`src/rtl/mem_sched_pkg.sv`:
```
// Shared types and constants for the two-core memory transaction scheduler.
package mem_sched_pkg;

  typedef enum logic [1:0] {
    IDLE  = 2'd0,
    ISSUE = 2'd1,
    WAIT  = 2'd2,
    DONE  = 2'd3
  } state_t;

  localparam logic CORE0  = 1'b0;
  localparam logic CORE1  = 1'b1;
  localparam int   STAT_W = 16;

  function automatic logic [STAT_W-1:0] sat_inc(input logic [STAT_W-1:0] v);
    return (&v) ? v : v + 1'b1;
  endfunction

endpackage

```
`src/rtl/rr_lock_picker.sv`:
```
// Two-way round-robin winner selection; a held lock restricts the choice to its owner.
module rr_lock_picker
  import mem_sched_pkg::*;
(
  input  logic [1:0] req,
  input  logic       last_grant,
  input  logic       lock_valid,
  input  logic       lock_owner,
  output logic       grant_valid,
  output logic       grant_id
);

  always_comb begin
    grant_valid = 1'b0;
    grant_id    = CORE0;
    if (lock_valid) begin
      grant_valid = req[lock_owner];
      grant_id    = lock_owner;
    end else begin
      case (req)
        2'b01: begin grant_valid = 1'b1; grant_id = CORE0;       end
        2'b10: begin grant_valid = 1'b1; grant_id = CORE1;       end
        2'b11: begin grant_valid = 1'b1; grant_id = ~last_grant; end
        default: ;
      endcase
    end
  end

endmodule

```
`src/rtl/mem_txn_scheduler.sv`:
```
// Shares one single-port RAM between two cores: req/ack handshake, round-robin, bus lock.
// Optional grant/conflict statistics ports when MEM_SCHED_STATS_EN is defined.
module mem_txn_scheduler
  import mem_sched_pkg::*;
#(
  parameter int ADDR_W   = 32,
  parameter int DATA_W   = 32,
  parameter int RD_LAT   = 2,
  parameter int MAX_LOCK = 4
) (
  input  logic              clk,
  input  logic              rst_n,
  input  logic              c0_req,
  input  logic [ADDR_W-1:0] c0_addr,
  input  logic [DATA_W-1:0] c0_wdata,
  input  logic              c0_we,
  input  logic              c0_lock,
  input  logic              c1_req,
  input  logic [ADDR_W-1:0] c1_addr,
  input  logic [DATA_W-1:0] c1_wdata,
  input  logic              c1_we,
  input  logic              c1_lock,
  output logic              c0_ack,
  output logic [DATA_W-1:0] c0_rdata,
  output logic              c1_ack,
  output logic [DATA_W-1:0] c1_rdata,
  output logic              ram_en,
  output logic              ram_we,
  output logic [ADDR_W-1:0] ram_addr,
  output logic [DATA_W-1:0] ram_wdata,
  input  logic [DATA_W-1:0] ram_rdata,
  output logic              busy
`ifdef MEM_SCHED_STATS_EN
  ,
  output logic [STAT_W-1:0] c0_grant_cnt,
  output logic [STAT_W-1:0] c1_grant_cnt,
  output logic [STAT_W-1:0] conflict_cnt
`endif
);

  localparam int CNT_W = $clog2(MAX_LOCK + 1);
  localparam int LAT_W = $clog2(RD_LAT + 1);

  state_t              r_state, w_next_state;
  logic                r_last_grant;
  logic                r_lock_valid;
  logic [CNT_W-1:0]    r_lock_cnt;
  logic [ADDR_W-1:0]   r_addr;
  logic [DATA_W-1:0]   r_wdata;
  logic                r_we;
  logic                r_lock;
  logic [DATA_W-1:0]   r_rdata;
  logic [LAT_W-1:0]    r_wait_cnt;
  logic                w_grant_valid;
  logic                w_grant_id;
  logic                w_wait_last;

  rr_lock_picker u_picker (
    .req         ({c1_req, c0_req}),
    .last_grant  (r_last_grant),
    .lock_valid  (r_lock_valid),
    .lock_owner  (r_last_grant),
    .grant_valid (w_grant_valid),
    .grant_id    (w_grant_id)
  );

  assign w_wait_last = (r_wait_cnt == LAT_W'(RD_LAT - 1));

  always_comb begin
    w_next_state = r_state;
    ram_en       = 1'b0;
    ram_we       = 1'b0;
    ram_addr     = '0;
    ram_wdata    = '0;
    c0_ack       = 1'b0;
    c1_ack       = 1'b0;
    c0_rdata     = '0;
    c1_rdata     = '0;
    busy         = (r_state != IDLE);
    case (r_state)
      IDLE:  if (w_grant_valid) w_next_state = ISSUE;
      ISSUE: begin
        ram_en       = 1'b1;
        ram_we       = r_we;
        ram_addr     = r_addr;
        ram_wdata    = r_wdata;
        w_next_state = r_we ? DONE : WAIT;
      end
      WAIT:  if (w_wait_last) w_next_state = DONE;
      DONE: begin
        if (r_last_grant == CORE0) begin
          c0_ack   = 1'b1;
          c0_rdata = r_rdata;
        end else begin
          c1_ack   = 1'b1;
          c1_rdata = r_rdata;
        end
        w_next_state = IDLE;
      end
      default: w_next_state = IDLE;
    endcase
  end

  always_ff @(posedge clk or negedge rst_n) begin
    if (!rst_n) begin
      r_state      <= IDLE;
      r_last_grant <= CORE1;
      r_lock_valid <= 1'b0;
      r_lock_cnt   <= '0;
      r_addr       <= '0;
      r_wdata      <= '0;
      r_we         <= 1'b0;
      r_lock       <= 1'b0;
      r_rdata      <= '0;
      r_wait_cnt   <= '0;
    end else begin
      r_state <= w_next_state;
      case (r_state)
        IDLE: begin
          if (w_grant_valid) begin
            r_last_grant <= w_grant_id;
            r_addr       <= (w_grant_id == CORE1) ? c1_addr  : c0_addr;
            r_wdata      <= (w_grant_id == CORE1) ? c1_wdata : c0_wdata;
            r_we         <= (w_grant_id == CORE1) ? c1_we    : c0_we;
            r_lock       <= (w_grant_id == CORE1) ? c1_lock  : c0_lock;
            r_rdata      <= '0;
            r_wait_cnt   <= '0;
          end else if (r_lock_valid) begin
            // Owner let go of req while holding the lock: release it at once.
            r_lock_valid <= 1'b0;
            r_lock_cnt   <= '0;
          end
        end
        WAIT: begin
          r_wait_cnt <= r_wait_cnt + 1'b1;
          if (w_wait_last) r_rdata <= ram_rdata;
        end
        DONE: begin
          if (r_lock && (int'(r_lock_cnt) + 1 < MAX_LOCK)) begin
            r_lock_valid <= 1'b1;
            r_lock_cnt   <= r_lock_cnt + 1'b1;
          end else begin
            r_lock_valid <= 1'b0;
            r_lock_cnt   <= '0;
          end
        end
        default: ;
      endcase
    end
  end

`ifdef MEM_SCHED_STATS_EN
  logic [STAT_W-1:0] r_c0_grant_cnt, r_c1_grant_cnt, r_conflict_cnt;

  always_ff @(posedge clk or negedge rst_n) begin
    if (!rst_n) begin
      r_c0_grant_cnt <= '0;
      r_c1_grant_cnt <= '0;
      r_conflict_cnt <= '0;
    end else if (r_state == IDLE) begin
      if (c0_req && c1_req) r_conflict_cnt <= sat_inc(r_conflict_cnt);
      if (w_grant_valid && (w_grant_id == CORE0)) r_c0_grant_cnt <= sat_inc(r_c0_grant_cnt);
      if (w_grant_valid && (w_grant_id == CORE1)) r_c1_grant_cnt <= sat_inc(r_c1_grant_cnt);
    end
  end

  assign c0_grant_cnt = r_c0_grant_cnt;
  assign c1_grant_cnt = r_c1_grant_cnt;
  assign conflict_cnt = r_conflict_cnt;
`endif

endmodule

```
`config.mk`:
```
export PLATFORM = sky130hd
export DESIGN_NAME = mem_txn_scheduler
export DESIGN_NICKNAME = d
export VERILOG_FILES = /design/src/rtl/mem_sched_pkg.sv /design/src/rtl/rr_lock_picker.sv /design/src/rtl/mem_txn_scheduler.sv
export SDC_FILE = /design/constraint.sdc
export NUM_CORES = 1
export LEC_CHECK = 0
export CORE_MARGIN = 3
export CORE_UTILIZATION = 44
export CTS_BUF_LIST = sky130_fd_sc_hd__clkbuf_8
export CTS_CLUSTER_DIAMETER = 150
export DETAILED_ROUTE_END_ITERATION = 8
export HOLD_SLACK_MARGIN = 0.03
export PLACE_DENSITY = 0.95
export SYNTH_ARGS = -nofsm -noshare
export SYNTH_HDL_FRONTEND = slang
export SYNTH_HIERARCHICAL = 1
export SYNTH_SLANG_ARGS = --single-unit
```
`constraint.sdc`:
```
create_clock -name clk -period 4.8 [get_ports clk]
set_input_delay 0.48 -clock clk [delete_from_list [all_inputs] [get_ports clk]]
set_output_delay 0.48 -clock clk [all_outputs]
set_load 0.1 [all_outputs]
```
==> results.txt <==
- The flow ran to the end, and the final reports show no timing, DRC or antenna violations.
- The number of nets in the synthesized netlist is 750.
- Number of buffers inserted for hold repair after clock tree synthesis: 0
- Summed over all nets, the switching power comes to 3.78 mW.
- Post-route DRC: 0
* Max-slew violation count: 0
- Part of the power in registers: 0.251
* Reg-to-reg critical path startpoint: r_last_grant
- Placer Congestion: 0.857
- The cell area that synthesis handed to floorplanning was 5710 µm².
- In this run the worst hold path is classified as input pin to async pin.
- During synthesis, Yosys emitted a total of 6 warnings.
- Post-synth top area share: 0.465
* X dimension of the die: 120 µm
- Detailed placement finished with a half-perimeter wire length of 13.2 mm.
- Post-synthesis sequential area ratio: 0.469
* Post-synthesis compound-gate area fraction: 0.133
* Clk_lat worst skew: 0.37 ns
- VDD IR max: 0.390 mV
- In the post-synthesis netlist, the cell with the most instances is dfrtp_1.
- Achievable frequency: 275 MHz
* Type of the setup path with the least slack: flip-flop to primary output
- Antenna Violating Nets Remaining: 0
* Leftover overflow at the end of global routing: 0
- Leading post-synthesis cells by instance count: dfrtp_1 (106), and2_1 (99), nor2_1 (70)
* Vias in the first global route: 5253
- The root buffer cell chosen for the clock tree is clkbuf_8.
- The worst setup path is captured at a primary output.
- Design area: 8840 µm²
* Non-filler instance count after layout: 1019
- For flop-to-flop paths, the worst setup slack is 1.91 ns.
- Worst endpoint data arrival time: 3.16 ns
- Die height: 120 µm
* Max-slew headroom: 0.207
- Of the total power, combinational logic draws 0.669.
* CP Max Fanout: 67
* Per-cell via count in the routed design: 4.99
- The internal portion of the total power is 2.88 mW.
- After clock tree synthesis, the repair step resized 0 gates.
- Async S/R FF share, synth: 1.00
* Buffers & Inverters on Critical Path: 2
- Measured on the finished design, the core utilization comes to 0.715.
* Primary flip-flop cell chosen by synthesis mapping: dfrtp_1
- In the final layout, the share of cells above drive strength 1 is 0.0776.
- Entering global routing, the biggest net connects 68 pins.
* CTS clk-pin slew, worst paths: 0.09 ns
* Largest cells by area after synthesis: dfrtp_1 (46%), mux2i_1 (12%), and2_1 (11%)
* DR WL/cell: 17.0 µm
- No sink is reached through more buffers than the 2 on the longest clock path.
* Final Net Count: 1021
* CP startpoint kind: flip-flop
* Layout Area Growth over Synthesis: 54.8%
- Of the post-synthesis cell area, the part taken by muxes is 0.120.
- Adding up every negative setup slack in the final design gives 0 ns.
- The average instance in the mapped netlist occupies 9.93 µm².
- Capture point of the worst reg-to-reg path: r_rdata[22]
- Dpl cells: 1003
* Detailed Route WL: 17.3 mm
- Number of synthesized flops with an enable pin: 0
* H-tree level count: 3
- Worst-case hold slack: 0.158 ns
- The placed instances occupy a cell area of 8650 µm².
* Floorplan Core Area: 12400 µm²
- The final-report hold violation count is 0.
- Of the available clock period, the critical path in the final layout requires 0.757.
- The cell count after synthesis came out at 575.
* Initial antenna violation count: 0
* Count of antenna diodes in the layout: 0
* Worst-case clock skew: 0.0114 ns
- Most area-hungry cell type in the Yosys netlist: dfrtp_1
- In this design, the largest share of critical-path delay is due to buffers and inverters.
- For this design the ratio of total power to cell area is 754 nW/µm².
* Port buffer count: 300
- After layout, the minimum clock period comes to 3.64 ns.
* Dominant combinational cell family by area after synthesis: simple AND/OR/NAND/NOR gates
* CP peak stage delay: 1.16 ns
- Final total power: 6.67 mW
- Final number of setup-violating endpoints: 0
* Required time worst endpoint: 4.32 ns
- The first routing iteration left 256 violations.
* CTS sink cnt: 107
- Setup repair after global routing left no endpoint under its margin.
* Cell row count: 40
- After clock tree synthesis, the setup repair step added 0 buffers.
- Slowest CP cell: clkdlybuf4s50_1
- Prior to clock tree synthesis, the placed netlist has a worst setup slack of 1.50 ns.
- Leakage power: 3.91 nW
- Of the total power, the clock network draws 0.080.
- 301 I/O pins were placed.
- Number of cells on the worst reg-to-reg path: 5
- Number of flip-flops and latches in the synthesized netlist: 107
- Switching power share of the total: 0.568
* Total routing usage reported by global routing: 0.239
- Before antenna repair, the detailed router went through 4 iterations.
- For the pin with the worst max-slew slack, the measured transition is 1.19 ns.
- The critical path goes through inv_1, ha_2, and2_1, clkdlybuf4s50_1.
* First-pass GRT wire length: 27.6 mm
- Parity-gate share of the synthesized area counting xor and xnor cells: 0.00307
* Fraction of the mapped netlist area in adder cells: 0.0153
* Via count of the routed design: 5081
- Initial Utilization: 0.462
- DIE AREA: 14400 µm²
- Maximum capacitance violations: 0
* TritonCTS Buffers: 9
* Worst setup slack after layout: 1.16 ns
* TritonCTS clock tree: done
* Simple-Gate Fraction of Synth Area: 0.211
* Cell variety after synth: 34
==> worst max path at each step <==
stage	slack (ns)	start	end	depth (start not counted)
finish	1.16	r_state[1]	ram_wdata[26]	4
detailed placement	1.50	r_state[1]	ram_wdata[26]	4
floorplan	1.65	r_state[1]	c0_rdata[22]	4
global placement	1.60	r_state[1]	ram_wdata[0]	4
global route	0.98	r_state[1]	ram_wdata[14]	4
CTS	1.07	r_state[1]	ram_wdata[26]	4
==> power by group through the flow <==
stage / sequential, mW / combinational, mW / clock [mW]
floorplan: 1.54 / 3.58 / 0
global placement: 1.66 / 4.41 / 0
detailed placement: 1.69 / 4.48 / 0
CTS: 1.67 / 4.49 / 0.554
global route: 1.73 / 4.72 / 0.595
finish: 1.67 / 4.46 / 0.533
==> registers in the layout (all words and copies together), names as in the netlist <==
signal / flops
r_addr: 32
r_lock_cnt: 3
r_last_grant: 1
r_state: 2
r_wdata: 32
r_we: 1
r_wait_cnt: 2
r_lock_valid: 1
r_lock: 1
r_rdata: 32
==> logic make-up (layout without fill, tap and decap cells) <==
family	after synthesis	count (layout)
AO/OA/AOI/OAI	118	118
flip-flops	107	107
multiplexers	68	68
AND/OR/NAND/NOR	221	221
XOR/XNOR	2	2
adder cells (fa/ha/maj)	7	7
buffers and inverters	52	328
==> worst register-to-register path, delay by kind of cell (launching register included) <==
kind,cells,cell delay (ns)
AND/OR/NAND/NOR,3,1.30
flip-flops,1,0.92
AO/OA/AOI/OAI,2,0.61
==> layout by cell type, fill, tap and decap left out, types with 3 or more instances in the layout <==
master           Yosys  final
mux2i_1             66     66
a22o_1              33     32
and3_1              34     34
buf_4                4     42
nand2b_1             3      3
a21oi_1             69     69
and2_1              99     98
inv_1                4      7
clkdlybuf4s50_1      0    266
o31ai_1              3      3
nor2_1              70     70
dfrtp_1            106    106
ha_1                 7      6
nand2_1              6      6
clkbuf_8             0     10
o21ai_0              5      5
==> area by class of cell <==
class / instances / area [µm²]
multi-input cells: 416 / 2770
repair buffers: 308 / 2980
flip-flops and latches: 107 / 2680
well taps: 168 / 210
clock inverters: 6 / 51.3
inverters: 4 / 15.0
clock buffers: 10 / 138
fillers: 927 / 3520
==> layer usage <==
layer,up-vias,part of all wire,track usage
met1,2367,0.39,0.280
met4,0,0.025,0.0823
met2,169,0.52,0.424
li1,2513,-,-
met3,32,0.060,0.0622
met5,-,0,0
Power figures use the tool's default switching activity.
